<file path="src/rtl/mult_div_sequencer.sv">
// Iterative radix-2 multiply/divide unit that owns HI/LO, serves MFHI/MFLO/MTHI/MTLO
// and stalls the EX stage while an operation is in flight.
module mult_div_sequencer #(
    parameter int WIDTH = 32
) (
    input  logic             clock__i,
    input  logic             reset_n__i,
    input  logic             Valid__i,
    input  logic [5:0]       Function__i,
    input  logic [WIDTH-1:0] OperandA__i,
    input  logic [WIDTH-1:0] OperandB__i,
    input  logic             Flush__i,
    output logic [WIDTH-1:0] Result__o,
    output logic [WIDTH-1:0] Hi__o,
    output logic [WIDTH-1:0] Lo__o,
    output logic             Busy__o,
    output logic             Done__o,
    output logic             Stall__o
);

    localparam int CW = (WIDTH > 1) ? $clog2(WIDTH) : 1;

    localparam logic [5:0] FN_MFHI  = 6'b010000;
    localparam logic [5:0] FN_MTHI  = 6'b010001;
    localparam logic [5:0] FN_MTLO  = 6'b010011;
    localparam logic [5:0] FN_MULT  = 6'b011000;
    localparam logic [5:0] FN_MULTU = 6'b011001;
    localparam logic [5:0] FN_DIV   = 6'b011010;
    localparam logic [5:0] FN_DIVU  = 6'b011011;

    localparam logic [1:0] ST_IDLE   = 2'd0;
    localparam logic [1:0] ST_RUN    = 2'd1;
    localparam logic [1:0] ST_FINISH = 2'd2;

    logic [1:0]         state_q,  state_d;
    logic [CW-1:0]      count_q,  count_d;
    logic [2*WIDTH-1:0] acc_q,    acc_d;
    logic [WIDTH-1:0]   a_q,      a_d;
    logic [WIDTH-1:0]   b_q,      b_d;
    logic [WIDTH-1:0]   hi_q,     hi_d;
    logic [WIDTH-1:0]   lo_q,     lo_d;
    logic               is_div_q, is_div_d;
    logic               sign_a_q, sign_a_d;
    logic               sign_b_q, sign_b_d;
    logic               div0_q,   div0_d;
    logic               done_q,   done_d;

    logic               op_signed;
    logic               op_div;
    logic [WIDTH-1:0]   mag_a;
    logic [WIDTH-1:0]   mag_b;
    logic [WIDTH:0]     mul_sum;
    logic [WIDTH:0]     div_shift;
    logic [WIDTH:0]     div_diff;
    logic [2*WIDTH-1:0] mul_next;
    logic [2*WIDTH-1:0] div_next;
    logic [2*WIDTH-1:0] product;
    logic [WIDTH-1:0]   quotient;
    logic [WIDTH-1:0]   remainder;

    // Datapath: operand magnitudes, one shift-add / shift-subtract step, final sign fix-up.
    always_comb begin
        op_signed = ~Function__i[0];
        op_div    = Function__i[1];
        mag_a     = (op_signed && OperandA__i[WIDTH-1]) ? -OperandA__i : OperandA__i;
        mag_b     = (op_signed && OperandB__i[WIDTH-1]) ? -OperandB__i : OperandB__i;

        // Multiplier sits in the low half; the carry out of the add shifts back in on top.
        mul_sum   = {1'b0, acc_q[2*WIDTH-1:WIDTH]} + (acc_q[0] ? {1'b0, a_q} : '0);
        mul_next  = {mul_sum, acc_q[WIDTH-1:1]};

        // Remainder in the high half, dividend shifting out of the low half as quotient fills in.
        div_shift = acc_q[2*WIDTH-1:WIDTH-1];
        div_diff  = div_shift - {1'b0, b_q};
        div_next  = div_diff[WIDTH]
                  ? {div_shift[WIDTH-1:0], acc_q[WIDTH-2:0], 1'b0}
                  : {div_diff[WIDTH-1:0],  acc_q[WIDTH-2:0], 1'b1};

        product   = (sign_a_q ^ sign_b_q) ? -acc_q : acc_q;
        quotient  = (sign_a_q ^ sign_b_q) ? -acc_q[WIDTH-1:0] : acc_q[WIDTH-1:0];
        remainder = sign_a_q ? -acc_q[2*WIDTH-1:WIDTH] : acc_q[2*WIDTH-1:WIDTH];
    end

    always_comb begin
        // NOTE: every _d takes its _q value first, so no path through the case leaves a latch.
        state_d  = state_q;
        count_d  = count_q;
        acc_d    = acc_q;
        a_d      = a_q;
        b_d      = b_q;
        hi_d     = hi_q;
        lo_d     = lo_q;
        is_div_d = is_div_q;
        sign_a_d = sign_a_q;
        sign_b_d = sign_b_q;
        div0_d   = div0_q;
        done_d   = 1'b0;

        case (state_q)
            ST_IDLE: begin
                if (Valid__i && !Flush__i) begin
                    case (Function__i)
                        FN_MULT, FN_MULTU, FN_DIV, FN_DIVU: begin
                            a_d      = mag_a;
                            b_d      = mag_b;
                            sign_a_d = op_signed & OperandA__i[WIDTH-1];
                            sign_b_d = op_signed & OperandB__i[WIDTH-1];
                            is_div_d = op_div;
                            acc_d    = {{WIDTH{1'b0}}, (op_div ? mag_a : mag_b)};
                            count_d  = CW'(WIDTH - 1);
                            if (op_div && OperandB__i == '0) begin
                                // Divide by zero reports the raw dividend in HI.
                                div0_d  = 1'b1;
                                a_d     = OperandA__i;
                                state_d = ST_FINISH;
                            end else begin
                                div0_d  = 1'b0;
                                state_d = ST_RUN;
                            end
                        end
                        FN_MTHI: hi_d = OperandA__i;
                        FN_MTLO: lo_d = OperandA__i;
                        default: ;
                    endcase
                end
            end
            ST_RUN: begin
                if (Flush__i) begin
                    state_d = ST_IDLE;
                end else begin
                    acc_d   = is_div_q ? div_next : mul_next;
                    count_d = count_q - 1'b1;
                    if (count_q == '0) begin
                        state_d = ST_FINISH;
                    end
                end
            end
            ST_FINISH: begin
                state_d = ST_IDLE;
                if (!Flush__i) begin
                    done_d = 1'b1;
                    if (div0_q) begin
                        hi_d = a_q;
                        lo_d = '1;
                    end else if (is_div_q) begin
                        hi_d = remainder;
                        lo_d = quotient;
                    end else begin
                        hi_d = product[2*WIDTH-1:WIDTH];
                        lo_d = product[WIDTH-1:0];
                    end
                end
            end
            default: state_d = ST_IDLE;
        endcase
    end

    // NOTE: state updates use non-blocking assignments so every flop samples pre-edge values.
    always_ff @(posedge clock__i) begin
        if (!reset_n__i) begin
            state_q  <= ST_IDLE;
            count_q  <= '0;
            acc_q    <= '0;
            a_q      <= '0;
            b_q      <= '0;
            hi_q     <= '0;
            lo_q     <= '0;
            is_div_q <= 1'b0;
            sign_a_q <= 1'b0;
            sign_b_q <= 1'b0;
            div0_q   <= 1'b0;
            done_q   <= 1'b0;
        end else begin
            state_q  <= state_d;
            count_q  <= count_d;
            acc_q    <= acc_d;
            a_q      <= a_d;
            b_q      <= b_d;
            hi_q     <= hi_d;
            lo_q     <= lo_d;
            is_div_q <= is_div_d;
            sign_a_q <= sign_a_d;
            sign_b_q <= sign_b_d;
            div0_q   <= div0_d;
            done_q   <= done_d;
        end
    end

    assign Hi__o     = hi_q;
    assign Lo__o     = lo_q;
    assign Done__o   = done_q;
    assign Busy__o   = (state_q != ST_IDLE);
    assign Stall__o  = Valid__i & Busy__o;
    assign Result__o = (Function__i == FN_MFHI) ? hi_q : lo_q;

endmodule

</file>
<file path="config.mk">
export PLATFORM = sky130hd
export DESIGN_NAME = mult_div_sequencer
export DESIGN_NICKNAME = d
export VERILOG_FILES = /design/src/rtl/mult_div_sequencer.sv
export SDC_FILE = /design/constraint.sdc
export NUM_CORES = 1
export LEC_CHECK = 0
export ABC_CLOCK_PERIOD_IN_PS = 10320
export BUFFER_PORTS_ARGS = -buffer_cell sky130_fd_sc_hd__buf_2
export CORE_MARGIN = 2
export CORE_UTILIZATION = 60
export CTS_CLUSTER_DIAMETER = 150
export DETAILED_ROUTE_END_ITERATION = 8
export PLACE_DENSITY_LB_ADDON = 0.08
export SETUP_SLACK_MARGIN = 0.5
export SLEW_MARGIN = 10
export SYNTH_ARGS = -nofsm -noshare
export SYNTH_HDL_FRONTEND = slang
export SYNTH_SLANG_ARGS = --single-unit
</file>
<file path="constraint.sdc">
create_clock -name clock__i -period 10.32 [get_ports clock__i]
set_input_delay 1.032 -clock clock__i [delete_from_list [all_inputs] [get_ports clock__i]]
set_output_delay 1.032 -clock clock__i [all_outputs]
set_load 0.03 [all_outputs]
</file>
After elaboration in Yosys (flattened, before gate mapping). Index checks and enable logic that the tools add are counted.

Output and inout bits: 99. Bits in registers: 204. Input port bits: 74.

Add/sub/neg operators: 8. Reduce and logical (&&, ||, !) cells: 18. Mux-type cells: 39. Equal/unequal tests: 16. Bitwise operators: 5.

Operator list (count): $mux 32 (18); $mux 64 (6); $neg 32->32 (4); $pmux 32 s2 (2); $pmux 64 s2 (1); $neg 64->64 (1); $eq 6x5->1 const B (7); $add 32x32->33 (1); $sub 33x32->33 (1); $logic_not 32->1 (1); $mux 5 (3); $reduce_and 4->1 (3); $mux 2 (5); $pmux 5 s2 (1); $ne 2x1->1 const B (3); $ne 2x2->1 const B (3); $reduce_and 3->1 (2); $reduce_bool 2->1 (3); $logic_not 5->1 (1); $sub 5x1->5 const B (1); $logic_and 1x1->1 (4); $pmux 2 s2 (1); $reduce_or 4->1 (1); $and 1x1->1 (3); other kinds (9) (10).

Logic depth before layout (Yosys ltp).
Depth after elaboration: 7. Gate-level depth with buffers: 16.

Worst setup path before layout. No wires, ideal clock.

Path kind: reg2reg. From: reg acc_q[0]. To: reg acc_q[61]. Stages on the path, launching flop included: 17. Library setup time: 122 ps. Data required time: 10198 ps. Setup slack: 6722 ps. Data arrival time: 3476 ps. Cell sequence: dfxtp_1 > clkbuf_1 > clkbuf_1 > and2_1 > ha_1 > inv_1 > fa_1 > nor2b_1 > o31ai_1 > a21oi_1 > a211o_1 > nor3_1 > o31ai_1 > nand2_1 > a311oi_1 > xor2_1 > a221o_1.

Cells in the longest elaborated chain, start to end: 5.

Ends and longest elaborated chain: from (decl) (RTL line 37) `logic [2*WIDTH-1:0] acc_q, acc_d;`; from (signal assigned) (RTL line 163) `acc_q <= '0;`; from (signal assigned) (RTL line 176) `acc_q <= acc_d;`; $mux 32 (RTL line 69) `mul_sum = {1'b0, acc_q[2*WIDTH-1:WIDTH]} + (acc_q[0] ? {1'b0, a_q} : '0);`; $add 32x32->33 (RTL line 69); $mux 64 (RTL line 131) `acc_d = is_div_q ? div_next : mul_next;`; $mux 64 (RTL line 128) `if (Flush__i) begin`; $pmux 64 s2 (RTL line 99) `case (state_q)`.

Every way passes these cells. The select of a mux whose other input is x is not followed. A chain may end at the register's enable or synchronous reset.

Worst setup path after layout. Same ends and word-level chain as after synthesis.

==> impl_metrics.py <==
metrics = {
    "power": {
        "seq_power_share": 0.395,
        "leakage_uw": 0.00775,
        "peakVddDrop_mv": 0.127,
        "power_frac_clock": 0.439,
        "powerDensity_nw_per_um2": 111,
        "comb_power_share": 0.166,
        "swShare": 0.289,
        "internal_power_uw": 1440,
        "switchingPower_uw": 586,
        "p_total_uw": 2030,
    },
    "clocking": {
        "cts_made_buffers": 24,
        "post_cts.resized_instances": 0,
        "cts_tree": "done",
        "root_buffer": "clkbuf_16",
        "cts_hold_buf": 0,
        "cts-htree-levels": 1,
        "clockBufferDepth": 3,
        "clock_sinks": 204,
        "path_clk_slew_ns": 0.06,
        "post_cts_buffers": 0,
        "clk_latency_ns": 0.53,
    },
    "floorplan": {
        "die_h_um": 170,
        "initial_core_util": 0.614,
        "io_pins": 173,
        "coreArea_um2": 27000,
        "dieArea_um2": 29000,
        "die_width_um": 170,
        "rows": 60,
    },
    "finish": {
        "nNetsFinal": 2422,
        "multi_input_area_um2": 11600,
        "antennaDiodeCount": 0,
        "nFillCells": 2382,
        "seq_area_um2": 4090,
        "synthToLayoutAreaGrowth_pct": 9.78,
        "drive_gt1_frac": 0.136,
        "utilization": 0.674,
        "final_cells": 2632,
    },
    "global_route": {
        "gr-max-usage-layer": "met2",
        "grt_max_degree": 86,
        "use_met1": 0.554,
        "overflow": 0,
        "grt_pass1_vias": 16100,
        "grt_first_pass_wirelength_mm": 93.4,
        "gr-usage-met3": 0.102,
        "antenna_found_initial": 2,
        "track_usage": 0.417,
        "grtUsageMet2": 0.636,
    },
    "job": {
        "maxCapViolations": 0,
    },
    "setup_path": {
        "r2r_end": "acc_q[61]$_SDFFE_PN0P_",
        "critPathLaunch": "acc_q[0]$_SDFFE_PN0P_",
        "critPathLaunchType": "register",
        "setup.worst_path.class": "register to register",
        "cpPeakStageDelay_ns": 0.60,
        "critPathTopFamily": "compound AO/OA/AOI/OAI gates",
        "worstSetupEndpoint": "acc_q[61]$_SDFFE_PN0P_",
        "path_cells": "buf_4 -> and2_1 -> ha_1 -> inv_1 -> fa_1 -> nor2b_1 -> o31ai_1 -> a21oi_1 -> a211o_1 -> nor3_1 -> o31ai_1 -> nand2_1 -> a311oi_1 -> xor2_1 -> a221o_1",
        "required_ns": 10.74,
        "crit_cells": 15,
        "r2r_start": "acc_q[0]$_SDFFE_PN0P_",
        "worst-path-buf-inv": 2,
        "cp_slowest_cell": "o31ai_1",
        "cpMostUsedCell": "o31ai_1",
        "reg2reg_depth": 15,
        "cp.arrival_ns": 4.73,
        "regToRegSetupSlack_ns": 6.01,
        "end_kind": "register",
        "path_max_fanout": 32,
    },
    "min_path": {
        "hold_path.startpoint": "Lo__o[30]$_SDFFE_PN0P_",
        "hold_path.class": "register to register",
    },
    "yosys": {
        "synth_warnings": 0,
        "synth_ff_type": "dfxtp_1",
        "synth_edf_count": 0,
        "synth_seq_cells": 204,
        "synthArstFlopShare": 0,
        "synth_common_cells": "253 x nor2_1, 212 x nand2_1, 204 x dfxtp_1",
        "yosysTopAreaCell": "dfxtp_1",
        "yosysUniqueCellTypes": 93,
        "synth_top_cell_area_share": 0.246,
        "avgSynthCellArea_um2": 7.45,
        "synth_area_um2": 16600,
        "synth_cells": 2228,
        "synth.net_count": 2374,
        "yosysMostFrequentCell": "nor2_1",
        "ys_seq_area_frac": 0.246,
        "synthTopCellsByArea": "dfxtp_1 25%, nor2_1 5.7%, a21oi_1 5.7%, ha_1 5.3%, xnor2_1 5.1%",
    },
    "timing": {
        "slew_headroom": 0.241,
        "finalCriticalPeriod_ns": 4.31,
        "hold_violations": 0,
        "min_period_over_period": 0.418,
        "setup-violations-final": 0,
        "slew_viol_final": 0,
        "tightest_slew_ns": 1.13,
        "fmax_mhz": 232,
        "finalClockSkew_ns": 0.0115,
        "rsz0062_at_grt": "no",
        "setup_slack_ns": 6.01,
        "tns_ns": 0,
    },
    "drt": {
        "wl_per_cell_um": 23.5,
        "ant_nets": 0,
        "drtIter0Drc": 2274,
        "drt-pass1-iter-count": 6,
        "routed_wl_mm": 61.9,
        "drc_errors": 0,
        "route.vias.total": 17700,
        "drt-vias-per-instance": 6.74,
    },
    "placement": {
        "io_buffer_count": 172,
        "dp.cells": 2591,
        "dpl.hpwl_mm": 47.2,
        "place.gp.congestion": 1.02,
        "dpl_worst_slack_ns": 5.76,
    },
    "outcome": {
        "outcome": "finished clean",
    },
}
==> layer usage <==
metal	routed length (um)	up-vias	part of all wire
met2	26700	1111	0.43
met4	3320	2	0.054
met1	24700	8304	0.40
met3	7180	180	0.12
li1	-	8145	-
met5	9	-	0.00015
==> through the flow <==
step	area [um^2]	hold slack, ns
2_1_floorplan	16600	0.440
3_3_place_gp	17400	0.453
3_5_place_dp	17400	0.457
4_1_cts	18200	0.463
5_1_grt	18200	0.483
6_report	18200	0.466
==> worst min path at each step <==
| stage | to | slack (ns) | depth (start not counted) |
|---|---|---|---|
| 4_1_cts | Lo__o[15]$_SDFFE_PN0P_ | 0.46 | 2 |
| 5_1_grt | Lo__o[30]$_SDFFE_PN0P_ | 0.48 | 2 |
| 3_5_place_dp | Lo__o[25]$_SDFFE_PN0P_ | 0.46 | 2 |
| 2_1_floorplan | b_q[0]$_SDFFE_PN0P_ | 0.44 | 2 |
| 6_report | Lo__o[30]$_SDFFE_PN0P_ | 0.47 | 2 |
| 3_3_place_gp | Lo__o[29]$_SDFFE_PN0P_ | 0.45 | 2 |
==> worst register-to-register path, cell delays in order (launching register included) <==
cell and delay, ns:
dfxtp_1 0.55, buf_4 0.36, and2_1 0.19, ha_1 0.18, inv_1 0.07, fa_1 0.39
nor2b_1 0.18, o31ai_1 0.15, a21oi_1 0.28, a211o_1 0.26, nor3_1 0.08, o31ai_1 0.60
nand2_1 0.21, a311oi_1 0.30, xor2_1 0.10, a221o_1 0.32
==> registers in the layout (all words and copies together) (netlist names) <==
name      count
Done__o       1
Hi__o        32
Lo__o        32
a_q          32
acc_q        64
b_q          32
count_q       5
div0_q        1
is_div_q      1
sign_a_q      1
sign_b_q      1
state_q       2
==> cell usage in the layout (no fill, tap or decap), drive strengths merged, types with 16 or more instances in the layout <==
master / netlist / layout
nand2: 212 / 212
inv: 64 / 64
a21o: 34 / 34
nor4: 29 / 29
nor2b: 20 / 20
dfxtp: 204 / 204
buf: 28 / 196
o221ai: 32 / 32
nand3: 32 / 32
xnor2: 96 / 96
a311oi: 22 / 22
mux2: 33 / 33
o21a: 16 / 16
o31ai: 24 / 24
and2: 39 / 39
a31oi: 34 / 34
xor2: 96 / 96
a21oi: 189 / 189
nor2: 253 / 253
o211ai: 39 / 39
clkbuf: 146 / 31
ha: 70 / 70
and3: 21 / 21
a22oi: 18 / 18
or3: 24 / 24
o21ai: 150 / 150
nor3: 52 / 52
a211oi: 72 / 72
mux2i: 57 / 57
==> cell type report <==
cell class | instances | area share
Multi-Input combinational cell | 1785 | 0.637
Clock inverter | 10 | 0.00735
Inverter | 65 | 0.0135
Timing Repair Buffer | 196 | 0.0571
Sequential cell | 204 | 0.224
Clock buffer | 31 | 0.0372
Tap cell | 341 | 0.0234
==> kinds of logic (layout without fill, tap and decap cells) <==
logic type / after synthesis / count (layout) / share of synthesized area
XOR/XNOR: 192 / 192 / 0.102
AND/OR/NAND/NOR: 732 / 732 / 0.209
buffers and inverters: 239 / 302 / 0.0576
multiplexers: 90 / 90 / 0.0568
AO/OA/AOI/OAI: 699 / 699 / 0.274
flip-flops: 204 / 204 / 0.246
adder cells (fa/ha/maj): 72 / 72 / 0.0552
==> power by group through the flow <==
stage,Combinational [uW],Clock (uW),Sequential (uW)
after floorplan,223,0,816
after global placement,320,0,818
after detailed placement,321,0,819
after CTS,323,886,802
after global routing,356,920,802
final,336,890,802
(Power assumes the default switching activity.)
